$ cat config.mk
export PLATFORM = sky130hd
export DESIGN_NAME = serial_negate_32bit
export DESIGN_NICKNAME = d
export VERILOG_FILES = /design/src/rtl/alu_pkg.sv /design/src/rtl/neg_bit_cell.sv /design/src/rtl/serial_negate_32bit.sv
export SDC_FILE = /design/constraint.sdc
export NUM_CORES = 1
export LEC_CHECK = 0
export BUFFER_PORTS_ARGS = -buffer_cell sky130_fd_sc_hd__buf_2
export CAP_MARGIN = 10
export CORE_MARGIN = 2
export CORE_UTILIZATION = 53
export DETAILED_ROUTE_END_ITERATION = 8
export PLACE_DENSITY = 0.76
export SLEW_MARGIN = 20
export SYNTH_ARGS = -nofsm -noshare
export SYNTH_HDL_FRONTEND = slang
export SYNTH_SLANG_ARGS = --single-unit
$ cat constraint.sdc
create_clock -name clk -period 1.7 [get_ports clk]
set_input_delay 0.17 -clock clk [delete_from_list [all_inputs] [get_ports clk]]
set_output_delay 0.17 -clock clk [all_outputs]
set_load 0.02 [all_outputs]
$ cat src/rtl/alu_pkg.sv
// Shared definitions for the ALU operand-conditioning blocks: the serial
// negate FSM state encoding, the default operand width and the
// most-negative operand pattern at that width.
package alu_pkg;

  typedef enum logic [1:0] {
    IDLE  = 2'd0,
    SHIFT = 2'd1,
    DONE  = 2'd2
  } state_e;

  localparam int DEFAULT_WIDTH = 32;

  // Only the MSB set: the one operand whose negation overflows.
  localparam logic [DEFAULT_WIDTH-1:0] MOST_NEG = {1'b1, {(DEFAULT_WIDTH-1){1'b0}}};

endpackage : alu_pkg

$ cat src/rtl/neg_bit_cell.sv
// Per-bit rule for serial complement / two's-complement negation.
// mode=0: every bit is inverted.
// mode=1: bits are copied up to and including the first 1, then inverted.
module neg_bit_cell (
  input  logic b,
  input  logic mode,
  input  logic seen_one,
  output logic r,
  output logic seen_one_next
);

  // Copy while negating and no 1 has been seen yet; otherwise invert.
  assign r             = (mode && !seen_one) ? b : ~b;
  assign seen_one_next = seen_one | b;

endmodule : neg_bit_cell

$ cat src/rtl/serial_negate_32bit.sv
// Bit-serial operand conditioner for the ALU subtract path. Consumes one
// operand bit per clock, LSB first, and returns either the bitwise
// complement (in_neg=0) or the two's-complement negation (in_neg=1).
// Valid/ready handshakes on both sides; one operand in flight at a time.
//
// Optional build macro SERIAL_NEG_ZERO_FLAG_EN adds out_zero, set when the
// result is all zeros (accumulated serially as the bits are produced).
module serial_negate_32bit
  import alu_pkg::*;
#(
  parameter  int WIDTH = DEFAULT_WIDTH,
  localparam int CNT_W = $clog2(WIDTH)
) (
  input  logic             clk,
  input  logic             reset,
  input  logic             in_valid,
  output logic             in_ready,
  input  logic [WIDTH-1:0] in_data,
  input  logic             in_neg,
  output logic             out_valid,
  input  logic             out_ready,
  output logic [WIDTH-1:0] out_data,
  output logic             out_ovf
`ifdef SERIAL_NEG_ZERO_FLAG_EN
  ,
  output logic             out_zero
`endif
);

  localparam logic [CNT_W-1:0] LAST_BIT = CNT_W'(WIDTH - 1);

  state_e           state_q;
  logic [WIDTH-1:0] shreg_q;
  logic [WIDTH-1:0] result_q;
  logic             mode_q;
  logic             seen_one_q;
  logic [CNT_W-1:0] cnt_q;
  logic             ovf_pend_q;
  logic             out_valid_q;
  logic [WIDTH-1:0] out_data_q;
  logic             out_ovf_q;

  logic             bit_r_d;
  logic             seen_one_d;

  // One shared cell evaluates the current LSB every SHIFT cycle.
  neg_bit_cell u_cell (
    .b             (shreg_q[0]),
    .mode          (mode_q),
    .seen_one      (seen_one_q),
    .r             (bit_r_d),
    .seen_one_next (seen_one_d)
  );

  // Ready only while idle; held low for the whole reset cycle so nothing
  // is accepted on the edge that reset is being applied.
  assign in_ready  = (state_q == IDLE) && !reset;
  assign out_valid = out_valid_q;
  assign out_data  = out_data_q;
  assign out_ovf   = out_ovf_q;

`ifdef SERIAL_NEG_ZERO_FLAG_EN
  logic zero_acc_q;
  logic out_zero_q;

  assign out_zero = out_zero_q;

  // OR-accumulate produced bits; latched inverted alongside out_data.
  always_ff @(posedge clk) begin
    if (reset) begin
      zero_acc_q <= 1'b0;
      out_zero_q <= 1'b0;
    end else begin
      unique case (state_q)
        IDLE:    if (in_valid) zero_acc_q <= 1'b0;
        SHIFT:   zero_acc_q <= zero_acc_q | bit_r_d;
        DONE:    if (!out_valid_q) out_zero_q <= ~zero_acc_q;
        default: ;
      endcase
    end
  end
`endif

  // Control FSM plus shift datapath and registered handshake outputs.
  // NOTE: sequential state uses non-blocking assignments only, so every
  // register here samples the pre-edge values of the others.
  always_ff @(posedge clk) begin
    if (reset) begin
      state_q     <= IDLE;
      shreg_q     <= '0;
      result_q    <= '0;
      mode_q      <= 1'b0;
      seen_one_q  <= 1'b0;
      cnt_q       <= '0;
      ovf_pend_q  <= 1'b0;
      out_valid_q <= 1'b0;
      out_data_q  <= '0;
      out_ovf_q   <= 1'b0;
    end else begin
      unique case (state_q)
        IDLE: begin
          // in_ready is simply "idle and not in reset" here.
          if (in_valid) begin
            shreg_q    <= in_data;
            mode_q     <= in_neg;
            seen_one_q <= 1'b0;
            cnt_q      <= '0;
            ovf_pend_q <= 1'b0;
            state_q    <= SHIFT;
          end
        end

        SHIFT: begin
          shreg_q    <= shreg_q >> 1;
          result_q   <= {bit_r_d, result_q[WIDTH-1:1]};
          seen_one_q <= seen_one_d;
          cnt_q      <= cnt_q + CNT_W'(1);
          if (cnt_q == LAST_BIT) begin
            // First 1 arriving on the MSB means the operand was MOST_NEG.
            ovf_pend_q <= mode_q && shreg_q[0] && !seen_one_q;
            state_q    <= DONE;
          end
        end

        DONE: begin
          if (!out_valid_q) begin
            out_valid_q <= 1'b1;
            out_data_q  <= result_q;
            out_ovf_q   <= ovf_pend_q;
          end else if (out_ready) begin
            // out_data/out_ovf keep their last values after the handshake.
            out_valid_q <= 1'b0;
            state_q     <= IDLE;
          end
        end

        default: state_q <= IDLE;
      endcase
    end
  end

endmodule : serial_negate_32bit

# Yosys cells after proc, flatten, opt, wreduce, memory -nomap -nowiden
# Cells that the tools add are included.
# totals
in_bits,37
out_inout_bits,35
word_cells,50
ff_bits,108
# op_classes
eq_ne,7
mux,16
reduce_logical,13
n_addsub,1
bitwise_logic,3
# ops
operator,count
$pmux 32 s2,1
$mux 32,1
$pmux 5 s2,1
$mux 2,4
$ne 2x2->1 const B,4
$pmux 2 s3,1
$reduce_and 2->1,3
$add 5x1->5 const B,1
$eq 5x5->1 const B,1
$mux 1,5
$mux 5,1
$logic_and 1x1->1,4
$pmux 1 s2,2
$reduce_and 4->1,1
$reduce_and 3->1,1
$eq 2x1->1 const B,1
$eq 2x2->1 const B,1
$logic_not 1->1,2
$logic_not 2->1,1
$not 1->1,2
$reduce_bool 2->1,1
$or 1x1->1,1

# Longest topological paths before layout
# Gate-level depths: netlist of the first run.
# logic_depth
word_depth,4
ltp_mapped,6
mapped_depth_nobuf,6

# Hierarchy
# A second synthesis of the first run with hierarchy kept.
# hier_totals
hier_cells,519
area_unflattened_um2,4435.5
# modules_own_cells
module,area_per_inst_um2,cells_per_inst,instances
serial_negate_32bit,4406.7,516,1
neg_bit_cell,28.8,3,1

# Worst setup path after synthesis of the first run
# Ideal clock, no wire load.
# synth_timing
path_type,flip-flop to flip-flop
startpoint,register cnt_q[0]
endpoint,register ovf_pend_q
arrival_ps,1473
setup_slack_ps,156
period_less_slack_ps,1544
setup_ps,70
t_required_ps,1630
stages_incl_launch_ff,7
cell_sequence,dfxtp_1 > ha_1 > and3_1 > ha_1 > mux2i_1 > or4_1 > a21oi_1
# synth_between
elab_chain_len,3
# synth_lines
element,line_no,source
"start, declared",serial_negate_32bit.sv:37,logic [CNT_W-1:0] cnt_q;
"start signal, assigned",serial_negate_32bit.sv:117,cnt_q <= cnt_q + CNT_W'(1);
$eq 5x5->1,serial_negate_32bit.sv:118,if (cnt_q == LAST_BIT) begin
$ne 2x2->1 (no line),-,
$reduce_and 3->1 (no line),-,
"end signal, assigned",serial_negate_32bit.sv:120,ovf_pend_q <= mode_q && shreg_q[0] && !seen_one_q;
"end, declared",serial_negate_32bit.sv:38,logic ovf_pend_q;
# Every way passes these cells.
# A chain may end at the register's enable or synchronous reset.

# Worst setup path after layout of the first run
# Ends and elaborated chain as after synthesis.

==> impl_metrics.ini, run 1 <==
[outcome]
status = completed

[synth]
synth_ff_type = dfxtp_1
ys_seq_area_frac = 0.5177
yosys_warnings = 0
synth_async_sr_flop_share = 0
ys_ff_latch = 108
ys_types = 35
avgSynthCellArea_um2 = 7.955
synth_nets = 564
synthCells = 525
synth_edf_count = 0
syn_area_um2 = 4177

[drt]
drc_errors = 0
antenna_left = 0
vias_per_cell = 5.152
firstDrtPassIters = 4
via_count = 3519
first_iter_violations = 134
wire_per_inst_um = 12.10
totalWireLength_mm = 8.261

[sta]
fin_crit_ns = 1.593
fin_worst_skew_ns = 0.01136
fin_crit_sh = 0.9371
setup_tns_ns = 0
report.final.slew_viol_count = 0
max_freq_mhz = 627.7
setup_viol = 0
finalWorstSetupSlack_ns = 0.1069
tightest_slew_ns = 0.3888
slew_headroom = 0.7404
hold_violations = 0

[clocking]
cts_resized = 0
postCtsSetupBuffers = 0
clk_latency_ns = 0.36
cts_tree = yes
cts_root_buf = clkbuf_8
htreeDepth = 3
hold_buffers = 0
cts_buffer_depth = 2
cts_buffers = 9
clk_pin_slew_ns = 0.10
cts.sinks = 108

[placement]
place_hpwl_mm = 5.257
port_buffers = 71
gp_congestion = 0.7574
dp_slack_ns = 0.02187

[worst_setup_path]
critPathKind = flop to flop
rrSetupSlack_ns = 0.11
path_max_fanout = 3
worstPathArrival_ns = 1.89
cpPeakStageDelay_ns = 0.42
path_common_cell = ha_2
r2r_end = ovf_pend_q$_SDFFE_PP0P_
r2r_cells = 6
r2r_start = cnt_q[0]$_SDFFE_PP0P_
end_kind = flop
critPathLaunchType = flop
slowest_stage = or4_1
crit_chain = ha_2 -> and3_1 -> ha_2 -> mux2i_1 -> or4_1 -> a21oi_1
crit_required_ns = 2.00

[grt]
grtUsageTotal = 0.1969
grt_max_degree = 47
first_global_vias = 3291
grt_first_pass_wirelength_mm = 13.96
grt.overflow.total = 0
antenna_found_initial = 0

[power]
p_leak_nw = 1.885
power_density_nw_per_um2 = 982.3
ir_drop_mv = 0.5410

[floorplanning]
io_pins = 72
core-area_um2 = 7687
start_util = 0.5433
fp.dieW_um = 92.77
fp.dieH_um = 92.77
dieArea_um2 = 8606
core.rowCount = 32

[worst_hold_path]
min_to = mode_q$_SDFFE_PP0P_
hp-class = input port to flop
min_delay_path_depth = 3
hold_path.startpoint = in_neg

[finish]
drive_above_1_share = 0.1893
area_delta_synth_final_pct = 13.78
final_nets = 615
n_antenna_cell = 0

[run]
drv_cap = 0
-- report_power, final --
part	leakage [nW]	internal [mW]	total (mW)	switching, mW
combinational	0.908	0.170	0.418	0.248
clock	0.0968	0.699	1.58	0.877
sequential	0.880	2.62	2.67	0.0542
total	1.88	3.49	4.67	1.18
-- synthesized netlist by cell type (2+ instances only) --
library cell,number,share of area
clkbuf_1,12,0.011
ha_1,2,0.0060
a22o_1,6,0.013
inv_1,7,0.0063
nand3_1,4,0.0048
nand3b_1,3,0.0054
nand2_1,135,0.12
nand2b_1,3,0.0045
o21ai_0,2,0.0024
buf_6,6,0.016
a211oi_1,6,0.011
a21oi_1,73,0.087
nor4_1,25,0.037
buf_4,11,0.020
buf_2,13,0.016
dfxtp_1,108,0.52
nor3_1,2,0.0024
nor2_1,90,0.081
-- worst max-delay path by stage --
stage,start,cells after the start,end,slack [ns]
after detailed placement,cnt_q[0]$_SDFFE_PP0P_,6,ovf_pend_q$_SDFFE_PP0P_,0.02
final,cnt_q[0]$_SDFFE_PP0P_,6,ovf_pend_q$_SDFFE_PP0P_,0.11
after floorplan,cnt_q[0]$_SDFFE_PP0P_,6,ovf_pend_q$_SDFFE_PP0P_,0.16
after global routing,cnt_q[0]$_SDFFE_PP0P_,6,ovf_pend_q$_SDFFE_PP0P_,-0.01
after CTS,state_q[0]$_SDFFE_PP0P_,3,in_ready,0.002
after global placement,cnt_q[0]$_SDFFE_PP0P_,6,ovf_pend_q$_SDFFE_PP0P_,0.09
-- final cells by class --
type | count | area, um^2
tap | 102 | 127.6
clock inverter | 7 | 80.08
timing repair buffer | 82 | 490.5
fill | 728 | 2935
clock buffer | 9 | 123.9
multi-input combinational | 368 | 1738
inverter | 7 | 26.28
sequential | 108 | 2166
-- sequential cells by signal, indices dropped and copies added (netlist names) --
register and count:
cnt_q 5, shreg_q 32, out_valid 1, state_q 2
out_data 32, mode_q 1, ovf_pend_q 1, out_ovf 1
seen_one_q 1, result_q 32
-- cells in the final DEF (no fill, tap or decap), types with 2 or more instances in the layout --
master	n
a211oi_1	6
a21oi_1	73
a22o_1	6
buf_12	4
buf_2	70
buf_4	8
clkbuf_8	9
clkinvlp_4	2
dfxtp_1	105
dfxtp_2	3
ha_2	2
inv_1	7
inv_6	3
nand2_1	135
nand2b_1	2
nand3_1	4
nand3b_1	3
nor2_1	90
nor3_1	2
nor4_1	25
o21ai_0	2
-- worst max-delay path, delay by kind of cell, from the launching register on --
kind	cells	cell delay, ns
adders and majority gates	2	0.37
AOI/OAI and AO/OA	1	0.15
and+or+nand+nor	2	0.58
muxes	1	0.08
DFF	1	0.36
-- metrics by stage --
step | hold slack [ns] | util | std cells | power, mW | cell area [um^2]
after detailed placement | 0.4210 | 0.5905 | 667 | 3.146 | 4539
after global placement | 0.4209 | 0.5905 | 667 | 3.132 | 4539
final | 0.04654 | 0.6182 | 683 | 4.668 | 4752
after CTS | 0.03267 | 0.6170 | 683 | 4.710 | 4743
after global routing | 0.03814 | 0.6182 | 683 | 4.880 | 4752
after floorplan | 0.3060 | - | 525 | 3.044 | 4177
-- kinds of logic after synthesis --
group	Yosys count	synth area share
AOI/OAI and AO/OA	91	0.1207
buffers and inverters	49	0.06860
and+or+nand+nor	271	0.2771
muxes	3	0.007789
xor gates and xnor gates	1	0.002097
DFF	108	0.5177
adders and majority gates	2	0.005991
-- layer usage --
layer	vias to the layer above	GRT usage	routed length, um
met5	-	0	0
met4	0	0.07353	76
met3	6	0.03662	366
met2	84	0.3436	3994
met1	1607	0.2410	3824
li1	1822	-	-
Note: power is estimated with default switching activity, not from simulation.
==> inputs of run 2 (changes only) <==
==> constraint.sdc (replaced) <==
create_clock -name clk -period 1.7 [get_ports clk]
set_input_delay 0.17 -clock clk [delete_from_list [all_inputs] [get_ports clk]]
set_output_delay 0.17 -clock clk [all_outputs]
set_load 0.05 [all_outputs]
==> run 2 against run 1 <==
  * Utilization is 0.065 points lower
  * Via count grew 1.0%
  * Clock-buffer cell count grew 1
  * Sequential cell count stayed put
  * Sequential share of layout area increased by 0.074 points
  * Critical path type unchanged
  * Largest power group unchanged
==> impl_metrics.ini, run 2 (synthesis results as in run 1) <==
[worst_setup_path]
cp-startpoint = cnt_q[0]$_SDFFE_PP0P_
cpPeakStageDelay_ns = 0.47
end_kind = flop
crit_family = simple AND/OR/NAND/NOR gates
crit_required_ns = 2.00
slowest_stage = or4_1
r2r_start = cnt_q[0]$_SDFFE_PP0P_
critPathLaunchType = flop
path_buf_inv = 0
crit_chain = ha_4 -> and3_1 -> ha_2 -> mux2i_1 -> or4_1 -> a21oi_1
rrSetupSlack_ns = 0.09
worstPathArrival_ns = 1.91
r2r_end = ovf_pend_q$_SDFFE_PP0P_
cp.depth = 6
path_max_fanout = 3
critPathKind = flop to flop
r2r_cells = 6

[sta]
hold_ws_ns = 0.04699
max_freq_mhz = 620.5
rsz0062_at_grt = no
slew_headroom = 0.6856
fin_worst_skew_ns = 0.006398
fin_crit_sh = 0.9480
report.final.slew_viol_count = 0
fin_crit_ns = 1.612
setup_viol = 0
tightest_slew_ns = 0.4717
setup_tns_ns = 0
hold_violations = 0

[drt]
totalWireLength_mm = 7.984
first_iter_violations = 196
firstDrtPassIters = 4
vias_per_cell = 5.220
wire_per_inst_um = 11.72
drc_errors = 0
via_count = 3555
antenna_left = 0

[power]
p_comb_frac = 0.093
power_density_nw_per_um2 = 953.3
p_leak_nw = 1.868
ir_drop_mv = 0.7042
report.power.total_mw = 4.526
p_sw_frac = 0.2555
p_int_mw = 3.369
p_sw_mw = 1.156
clkPwrFrac = 0.316
pwr-share-seq = 0.591

[worst_hold_path]
hold_path.startpoint = in_data[31]
min_delay_path_depth = 3
min_to = shreg_q[31]$_SDFFE_PP0P_
hp-class = input port to flop

[grt]
first_global_vias = 3050
grt_first_pass_wirelength_mm = 13.30
grt_max_degree = 46
grt.overflow.total = 0
antenna_found_initial = 0
grtUsageTotal = 0.1878

[finish]
num-fill-cells = 712
area_delta_synth_final_pct = 13.66
multi_input_area_um2 = 1753
regArea_um2 = 2167
final_common_cell = nand2_1
mostFrequentLayoutCells = 135 x nand2_1, 104 x dfxtp_1, 90 x nor2_1
drive_above_1_share = 0.1900
n_antenna_cell = 0
final_area_um2 = 4747
final_nets = 613

[clocking]
cts_root_buf = clkbuf_8
cts.sinks = 108
clk_latency_ns = 0.36
cts_tree = yes
hold_buffers = 0
clk_pin_slew_ns = 0.09
cts_buffer_depth = 2
cts_buffers = 9
htreeDepth = 3

[floorplanning]
core-area_um2 = 7687
io_pins = 72
fp.dieW_um = 92.77
fp.dieH_um = 92.77
start_util = 0.5433
dieArea_um2 = 8606
core.rowCount = 32

[placement]
port_buffers = 71
post_dp_cell_area_um2 = 4542
gp_congestion = 0.7558
place_hpwl_mm = 5.091

[run]
drv_cap = 0

[outcome]
status = completed
[run 2: cell count changes in the layout (fill, tap and decap cells not counted), sizes merged]
| cell | before | now |
|---|---|---|
| clkinvlp | 2 | 4 |
| clkbuf | 9 | 10 |
| buf | 82 | 80 |
| bufinv | 1 | 0 |
| inv | 10 | 8 |
[run 2: worst register-to-register path, cell delays in order, from the launching register on]
cell     delay [ns]
dfxtp_2        0.38
ha_4           0.14
and3_1         0.15
ha_2           0.18
mux2i_1        0.09
or4_1          0.47
a21oi_1        0.14
[run 2: cell type report]
| type | instances | share of cell area |
|---|---|---|
| clock buffer | 10 | 0.02899 |
| clock inverter | 6 | 0.01002 |
| inverter | 7 | 0.005535 |
| multi-input combinational | 368 | 0.3693 |
| sequential | 108 | 0.4565 |
| tap | 102 | 0.02688 |
| timing repair buffer | 80 | 0.1028 |
[run 2: layer usage]
layer  global-route usage  routed length (um)  part of all wire
met5                    0                   0                 0
met4              0.06618                 119             0.015
met3              0.04394                 416             0.052
met2               0.3158                3725              0.47
met1               0.2360                3722              0.47
[run 2: worst max-delay path by stage]
stage	slack, ns	to
detailed placement	0.06	ovf_pend_q$_SDFFE_PP0P_
global placement	0.09	ovf_pend_q$_SDFFE_PP0P_
finish	0.09	ovf_pend_q$_SDFFE_PP0P_
floorplan	0.16	ovf_pend_q$_SDFFE_PP0P_
global route	0.01	ovf_pend_q$_SDFFE_PP0P_
CTS	0.02	in_ready
[run 2: metrics by stage]
step	cells	setup slack (ns)	util
detailed placement	665	0.05921	0.5908
global route	681	0.01462	0.6175
finish	681	0.08848	0.6175
floorplan	525	0.1564	-
CTS	681	0.01558	0.6149
global placement	665	0.09196	0.5908
[run 2: power groups by stage]
stage,Clock [mW],Sequential (mW),Combinational [mW]
global placement,0,2.73,0.412
CTS,1.48,2.67,0.423
floorplan,0,2.71,0.337
global route,1.57,2.69,0.475
detailed placement,0,2.73,0.421
finish,1.43,2.67,0.421
[run 2: what timing repair did]
action                                  CTS  global route
resized for setup                         0             7
buffers inserted                          0             0
endpoints found under the setup margin    0            10
